File: src/rtl/traffic_pkg.sv
// traffic_pkg
// Shared definitions for the traffic-light controller and its timing companion.
//   light_t         : light codes driven by the controller (11 is illegal)
//   RED_T/AMBER_T/GREEN_T : per-light durations in ticks used by the controller
//   COUNT_W_DEFAULT : default width of the elapsed-seconds count
package traffic_pkg;

  typedef enum logic [1:0] {
    RED     = 2'b00,
    AMBER   = 2'b01,
    GREEN   = 2'b10,
    ILLEGAL = 2'b11
  } light_t;

  localparam int RED_T   = 8;
  localparam int AMBER_T = 3;
  localparam int GREEN_T = 6;

  localparam int COUNT_W_DEFAULT = 4;

endpackage

File: src/rtl/light_timer_if.sv
// light_timer_if
// Signals exchanged between the traffic-light controller and light_timer.
//   state_in   : current light code (controller -> timer)
//   ped_active : pedestrian sequence running (controller -> timer)
//   tick       : one-cycle 1 Hz enable (timer -> controller)
//   count      : whole ticks elapsed in the current light (timer -> controller)
//   ped_req    : tick-aligned pedestrian request (timer -> controller)
// Modports: master = controller side, slave = light_timer side.
interface light_timer_if
  import traffic_pkg::*;
#(
  parameter int COUNT_W = COUNT_W_DEFAULT
);

  light_t             state_in;
  logic               ped_active;
  logic               tick;
  logic [COUNT_W-1:0] count;
  logic               ped_req;

  modport master (
    output state_in,
    output ped_active,
    input  tick,
    input  count,
    input  ped_req
  );

  modport slave (
    input  state_in,
    input  ped_active,
    output tick,
    output count,
    output ped_req
  );

endinterface

File: src/rtl/ped_debounce.sv
// ped_debounce
// Conditions the raw pedestrian push-button into a clean accepted level.
//   clk    : system clock
//   reset  : asynchronous, active-high
//   button : raw asynchronous push-button input
//   level  : accepted (debounced) button level
module ped_debounce #(
  parameter int DEBOUNCE_CYCLES = 500_000
) (
  input  logic clk,
  input  logic reset,
  input  logic button,
  output logic level
);

  localparam int CNT_W = $clog2(DEBOUNCE_CYCLES);
  localparam logic [CNT_W-1:0] CNT_LAST = CNT_W'(DEBOUNCE_CYCLES - 1);

  logic             sync_meta;
  logic             sync_level;
  logic [CNT_W-1:0] cnt;

  // Two-flop synchroniser, then a run-length counter of cycles in which the
  // synchronised level disagrees with the accepted one. Any agreement restarts
  // the run, so only an uninterrupted DEBOUNCE_CYCLES run flips the level.
  always_ff @(posedge clk or posedge reset) begin
    if (reset) begin
      sync_meta  <= 1'b0;
      sync_level <= 1'b0;
      cnt        <= '0;
      level      <= 1'b0;
    end else begin
      sync_meta  <= button;
      sync_level <= sync_meta;
      if (sync_level == level) begin
        cnt <= '0;
      end else if (cnt == CNT_LAST) begin
        level <= sync_level;
        cnt   <= '0;
      end else begin
        cnt <= cnt + CNT_W'(1);
      end
    end
  end

endmodule

File: src/rtl/light_timer.sv
// light_timer
// Timing and input-conditioning companion to the traffic-light controller.
//   clk        : system clock
//   reset      : asynchronous, active-high; clears every register
//   ped_button : raw pedestrian push-button, active-high
//   bus        : light_timer_if slave (state_in, ped_active in;
//                tick, count, ped_req out)
module light_timer
  import traffic_pkg::*;
#(
  parameter int TICK_DIV        = 50_000_000,
  parameter int DEBOUNCE_CYCLES = 500_000,
  parameter int COUNT_W         = COUNT_W_DEFAULT
) (
  input  logic          clk,
  input  logic          reset,
  input  logic          ped_button,
  light_timer_if.slave  bus
);

  localparam int PRESC_W = $clog2(TICK_DIV);
  localparam logic [PRESC_W-1:0] PRESC_LAST = PRESC_W'(TICK_DIV - 1);
  localparam logic [COUNT_W-1:0] COUNT_MAX  = '1;

  logic [PRESC_W-1:0] presc;
  logic               tick_q;
  light_t             state_q;
  logic [COUNT_W-1:0] count_q;
  logic               ped_level;
  logic               ped_level_q;
  logic               pending;
  logic               ped_req_q;
  logic               ped_rise;

  ped_debounce #(
    .DEBOUNCE_CYCLES(DEBOUNCE_CYCLES)
  ) u_ped_debounce (
    .clk    (clk),
    .reset  (reset),
    .button (ped_button),
    .level  (ped_level)
  );

  assign ped_rise = ped_level & ~ped_level_q;

  // Free-running prescaler; tick is registered from the wrap so it lands in
  // the cycle after the wrap and the period stays exactly TICK_DIV.
  always_ff @(posedge clk or posedge reset) begin
    if (reset) begin
      presc  <= '0;
      tick_q <= 1'b0;
    end else begin
      tick_q <= (presc == PRESC_LAST);
      presc  <= (presc == PRESC_LAST) ? '0 : presc + PRESC_W'(1);
    end
  end

  // A light change clears the count and wins over a coincident tick, so the
  // count restarts from the cycle the new light is first seen.
  always_ff @(posedge clk or posedge reset) begin
    if (reset) begin
      state_q <= RED;
      count_q <= '0;
    end else begin
      state_q <= bus.state_in;
      if (bus.state_in != state_q) begin
        count_q <= '0;
      end else if (tick_q && (count_q != COUNT_MAX)) begin
        count_q <= count_q + COUNT_W'(1);
      end
    end
  end

  // A request is held until the controller has sampled it on one tick, then
  // dropped together with pending. Presses while the controller is already
  // serving pedestrians or a request is outstanding are discarded.
  always_ff @(posedge clk or posedge reset) begin
    if (reset) begin
      ped_level_q <= 1'b0;
      pending     <= 1'b0;
      ped_req_q   <= 1'b0;
    end else begin
      ped_level_q <= ped_level;
      if (tick_q && ped_req_q) begin
        pending   <= 1'b0;
        ped_req_q <= 1'b0;
      end else begin
        if (ped_rise && !bus.ped_active && !ped_req_q) begin
          pending <= 1'b1;
        end
        ped_req_q <= pending;
      end
    end
  end

  assign bus.tick    = tick_q;
  assign bus.count   = count_q;
  assign bus.ped_req = ped_req_q;

endmodule

File: src/flat_wrapper.sv
// flat-port wrapper written by rule: the top's interface ports become plain ports
module light_timer_flat import traffic_pkg::*;
#(
  parameter int TICK_DIV        = 50_000_000,
  parameter int DEBOUNCE_CYCLES = 500_000,
  parameter int COUNT_W         = COUNT_W_DEFAULT
)
  (clk, reset, ped_button, bus_state_in, bus_ped_active, bus_tick, bus_count, bus_ped_req);
  light_timer_if #(.COUNT_W(COUNT_W)) bus_i ();
  input  logic clk;
  input  logic reset;
  input  logic ped_button;
  input wire logic [$bits(bus_i.state_in)-1:0] bus_state_in;
  input wire logic [$bits(bus_i.ped_active)-1:0] bus_ped_active;
  output wire logic [$bits(bus_i.tick)-1:0] bus_tick;
  output wire logic [$bits(bus_i.count)-1:0] bus_count;
  output wire logic [$bits(bus_i.ped_req)-1:0] bus_ped_req;
  assign bus_i.state_in = bus_state_in;
  assign bus_i.ped_active = bus_ped_active;
  assign bus_tick = bus_i.tick;
  assign bus_count = bus_i.count;
  assign bus_ped_req = bus_i.ped_req;
  light_timer #(.TICK_DIV(TICK_DIV), .DEBOUNCE_CYCLES(DEBOUNCE_CYCLES), .COUNT_W(COUNT_W)) u_core (.clk(clk), .reset(reset), .ped_button(ped_button), .bus(bus_i));
endmodule
File: config.mk
export PLATFORM = sky130hd
export DESIGN_NAME = light_timer_flat
export DESIGN_NICKNAME = d
export VERILOG_FILES = /design/src/rtl/traffic_pkg.sv /design/src/rtl/light_timer_if.sv /design/src/rtl/ped_debounce.sv /design/src/rtl/light_timer.sv /design/src/flat_wrapper.sv
export SDC_FILE = /design/constraint.sdc
export NUM_CORES = 1
export LEC_CHECK = 0
export BUFFER_PORTS_ARGS = -buffer_cell sky130_fd_sc_hd__clkbuf_2
export CORE_MARGIN = 2
export CORE_UTILIZATION = 65
export CTS_BUF_LIST = sky130_fd_sc_hd__clkbuf_4 sky130_fd_sc_hd__clkbuf_8 sky130_fd_sc_hd__clkbuf_16
export DETAILED_ROUTE_END_ITERATION = 12
export PLACE_DENSITY = 0.9
export SLEW_MARGIN = 30
export SYNTH_ARGS = -nofsm -noshare
export SYNTH_HDL_FRONTEND = slang
export SYNTH_SLANG_ARGS = --single-unit
export TNS_END_PERCENT = 50
File: constraint.sdc
create_clock -name clk -period 6.05 [get_ports clk]
set_input_delay 0.9075 -clock clk [delete_from_list [all_inputs] [get_ports clk]]
set_output_delay 0.9075 -clock clk [all_outputs]
set_load 0.01 [all_outputs]
# Word level (Yosys, flattened, before mapping)
# Index checks and enable logic that the tools add are counted.
# classes
n_addsub	3
eq_ne	5
n_mux	8
bitwise	3
n_reduce_logical	9
# op_table
operator	count
two-way mux 19 bit	2
adder 26 x 1 -> 26 bit, second input constant	1
== test 26 bit, second input constant	1
two-way mux 26 bit	1
adder 19 x 1 -> 19 bit, second input constant	1
== test 19 bit, second input constant	1
two-way mux 4 bit	2
adder 4 x 1 -> 4 bit, second input constant	1
logical AND 1 bit	4
inequality test 4 bit, second input constant	1
nonzero test 2 bit	2
two-way mux 1 bit	3
logical NOT 1 bit	2
inequality test 2 bit	1
inverter 1 bit	2
AND reduction 2 bit	1
AND 1 bit	1
== test 1 bit	1
# word_totals
ff_bits	58
input_bits	6
output_inout_bits	6
word_cells	39

# Depth between registers and ports, before layout
# logic_depth
ltp_word	6
depth_mapped	7

# Cells and area by module
# From an unflattened synthesis, not the netlist that was laid out.
# hier_totals
hier_cells	266
hier_area_um2	2810.2
# modules_own_cells
module	instances	cells_per_inst	area_each_um2
light_timer	1	163	1719.1
ped_debounce	1	103	1091.0

# Worst setup path after synthesis
# Ideal clock, no wire load.
# synth_path
kind	register to register
startpoint	reg u_core.u_ped_debounce.cnt[11]
endpoint	reg u_core.u_ped_debounce.level
setup_ns	0.125
arrival_ns	1.885
setup_slack_ns	4.040
stages_incl_launch_ff	5
path_cell_list	dfrtp_1 or4b_1 or4_4 nor2_1 mux2_2
# synth_between
elab_chain_len	2
# synth_rtl
item	line	rtl
start, declared	ped_debounce.sv:21	logic [CNT_W-1:0] cnt;
start signal, assigned	ped_debounce.sv:41	cnt <= cnt + CNT_W'(1);
== test 19 bit	ped_debounce.sv:37	end else if (cnt == CNT_LAST) begin
AND reduction 2 bit (no source line)	--	
end signal, assigned	ped_debounce.sv:38	level <= sync_level;
end, declared	ped_debounce.sv:13	output logic level
# No other way between the ends.
# A chain may end at the register's enable or synchronous reset.

# Worst setup path after layout
# layout_path
startpoint	reg u_core.u_ped_debounce.cnt[11]
endpoint	reg u_core.u_ped_debounce.cnt[9]
# layout_between
elab_chain_len	3
# layout_rtl
item	line	rtl
== test 19 bit	ped_debounce.sv:37	
two-way mux 19 bit	ped_debounce.sv:37	
two-way mux 19 bit	ped_debounce.sv:35	if (sync_level == level) begin
# No other way between the ends.

==> results.md <==
* Status: complete, no violations
* Core ar. at 4060 um2
* Num rows at 23
* Aggregate routed wire length at 5.30 mm
* Root Driver: clkbuf_8
* Int Pwr at 0.583 mW
* HP Class: reg2reg
* ANT cells at 0
* Worst VDD drop at 0.197 mV
* Placed cell count at 331
* Final antenna-violating net count at 0
* Mapped Area at 2790 um2
* Cell Chain, Critical Path: or4b_1 -> or4_4 -> o21ai_4 -> nor2_1
* Die Area at 4830 um2
* RePlAce Congestion at 0.951
* Clock group share of total power at 45.4%
* Worst-path clk slew at 0.07 ns
* Yosys reg bits at 58
* Starting density of the core at 68.7%
* Data required, critical path at 6.25 ns
* Crit path largest cell delay at 0.55 ns
* Fin area at 3070 um2
* Ys async rst share at 100%
* Setup crit start kind: flop
* Layout cell share with drive strength beyond 1 at 13.5%
* Area Overhead vs Synth at 10.2%
* Switch share at 22.5%
* Critical Path Sink Type: flop
* I/O Buffers at 11
* Sequential fraction of the synthesis area at 52.1%
* Avg Inst Size Synth at 10.1 um2
* Final Hold Fails at 0
* Final Max Slew Viols at 0
* Sequential share of power at 52.3%
* Unrepaired setup endpoints after global routing: no
* Final core occ at 75.7%
* Syn. warnings at 0
* Filler cells at 267
* Post-route DRC at 0
* Yosys cell types at 38
* Clk Latency, worst-skew pair at 0.34 ns
* Die Y at 69.5 um
* Fin worst setup slack at 3.89 ns
* Post-CTS Resized at 0
* Post-route setup TNS at 0 ns
* # Post-CTS Setup Buffers at 0
* Via count at 2103
* Fin cells at 347
* Leak at 1.31 nW
* Clock sinks at 58
* Congestion Overflow GR at 0
* TritonCTS buffer count at 9
* Mean number of vias per cell at 6.06
* Period utilization at 35.8%
* CP Max Fanout at 18
* Global-route wire length before repair at 9.09 mm
* Commonest non-fill, non-tap cell in the layout: dfrtp_1
* Dpl cell area at 2880 um2
* EDFF count, synth at 0
* Tmin final at 2.16 ns
* Drt wl/cell at 15.3 um
* Boundary Pins at 12
* Pwr Density at 245 nW/um2
* Ys flop type: dfrtp_1
* Logic pwr share at 2.3%
* Most frequent cells in the layout: 58 x dfrtp_1, 35 x nor2_1, 25 x xnor2_1
* Hold slack at 0.349 ns
* DPL Wire Length at 3.60 mm
* Total track usage at 24.0%
* Cts hold-fix bufs at 0
* Final #Nets at 301
* Largest net degree at the start of global routing at 59
* Fmax at 462 MHz
* DP Worst Slack at 3.90 ns
* Initial antenna violation count at 0
* Worst clock skew at 0.00803 ns
* Sw power at 0.169 mW
* Crit path DAT at 2.36 ns
* Cells after Synth at 276
* DIE WIDTH at 69.5 um
* Crit-path slowest cell: or4_4
* DRT Pass-1 Iters at 4
* Setup-failing EPs final at 0
* Worst rel slew slack at 36.8%
* Max-cap violations at 0
* CTS Buffer Depth at 2
* H-tree depth at 3
* CP Class: reg2reg
* Drt first-iter violations at 94
* Multi-input gate area at 1260 um2
* Register area at 1450 um2
* CTS tree: done
* Vias in the first global route at 2112
* Post-Syn Nets at 285
* Tot Pwr at 0.753 mW
* Least-Margin Pin Slew at 0.941 ns
[cell type report]
| cell class | count | area share, % |
|---|---|---|
| clock inverter | 7 | 2.28 |
| sequential | 58 | 47.3 |
| clock buffer | 9 | 4.03 |
| multi-input combinational | 201 | 41.1 |
| timing repair buffer | 12 | 2.04 |
| tap | 50 | 2.04 |
| inverter | 10 | 1.22 |
[worst max-delay path: cells and delay by family (launching register included)]
| family | cells | cell delay, ns |
|---|---|---|
| and+or+nand+nor | 3 | 1.20 |
| AOI/OAI and AO/OA | 1 | 0.40 |
| DFF | 1 | 0.43 |
[cells by family (layout without fill, tap and decap cells)]
family          Yosys count  count (layout)  share of synthesized area (%)
simple gates            136             136                           26.7
flops                    58              58                           52.1
xor+xnor                 36              36                           11.3
compound gates           25              25                           5.57
buf+inv                  17              38                           2.60
fa+ha+maj                 3               3                           1.35
mux                       1               1                          0.404
[layer usage]
layer	GRT usage, %	share of wire [%]	vias to the layer above
met3	8.28	4.2	13
met5	0	0	-
met2	40.7	52	48
li1	-	-	1012
met1	27.2	42	1030
met4	11.1	1.8	0
[final timing paths]
kind	startpoint	endpoint	slack, ns	cells after the start
worst max-delay path	u_core.u_ped_debounce.cnt[11]	u_core.u_ped_debounce.cnt[9]	3.89	4
worst min-delay path	u_core.u_ped_debounce.sync_meta	u_core.u_ped_debounce.sync_level	0.35	0
worst max register to register	u_core.u_ped_debounce.cnt[11]	u_core.u_ped_debounce.cnt[9]	3.89	4
worst min register to register	u_core.u_ped_debounce.sync_meta	u_core.u_ped_debounce.sync_level	0.35	0
max in group asynchronous	reset	u_core.u_ped_debounce.cnt[11]	4.82	3
min in group asynchronous	reset	u_core.state_q[1]	0.77	3
[state kept, by name (all words and copies together), names as in the netlist]
name and flops:
u_core.bus.tick 1, u_core.state_q 2, u_core.u_ped_debounce.cnt 19, u_core.u_ped_debounce.sync_meta 1
u_core.ped_level_q 1, u_core.pending 1, u_core.u_ped_debounce.sync_level 1, u_core.u_ped_debounce.level 1
u_core.bus.count 4, u_core.bus.ped_req 1, u_core.presc 26
[synth_stat cells, types with 7 or more instances]
cell / number / area share, %
dfrtp_1: 58 / 52
nor2_1: 35 / 4.7
xnor2_1: 25 / 7.9
nand3_1: 21 / 3.8
nand2_1: 15 / 2.0
nand4_1: 14 / 3.1
a21oi_1: 12 / 2.2
xor2_1: 11 / 3.5
inv_1: 10 / 1.3
nor3_1: 8 / 1.4
nor4_1: 7 / 1.6
[power by group through the flow]
stage | registers, mW | clock network, mW | logic [mW]
4_1_cts | 0.394 | 0.348 | 0.0181
3_3_place_gp | 0.401 | 0 | 0.0174
5_1_grt | 0.394 | 0.365 | 0.0206
3_5_place_dp | 0.401 | 0 | 0.0178
2_1_floorplan | 0.400 | 0 | 0.0137
6_report | 0.394 | 0.341 | 0.0177
(Power assumes the default switching activity.)
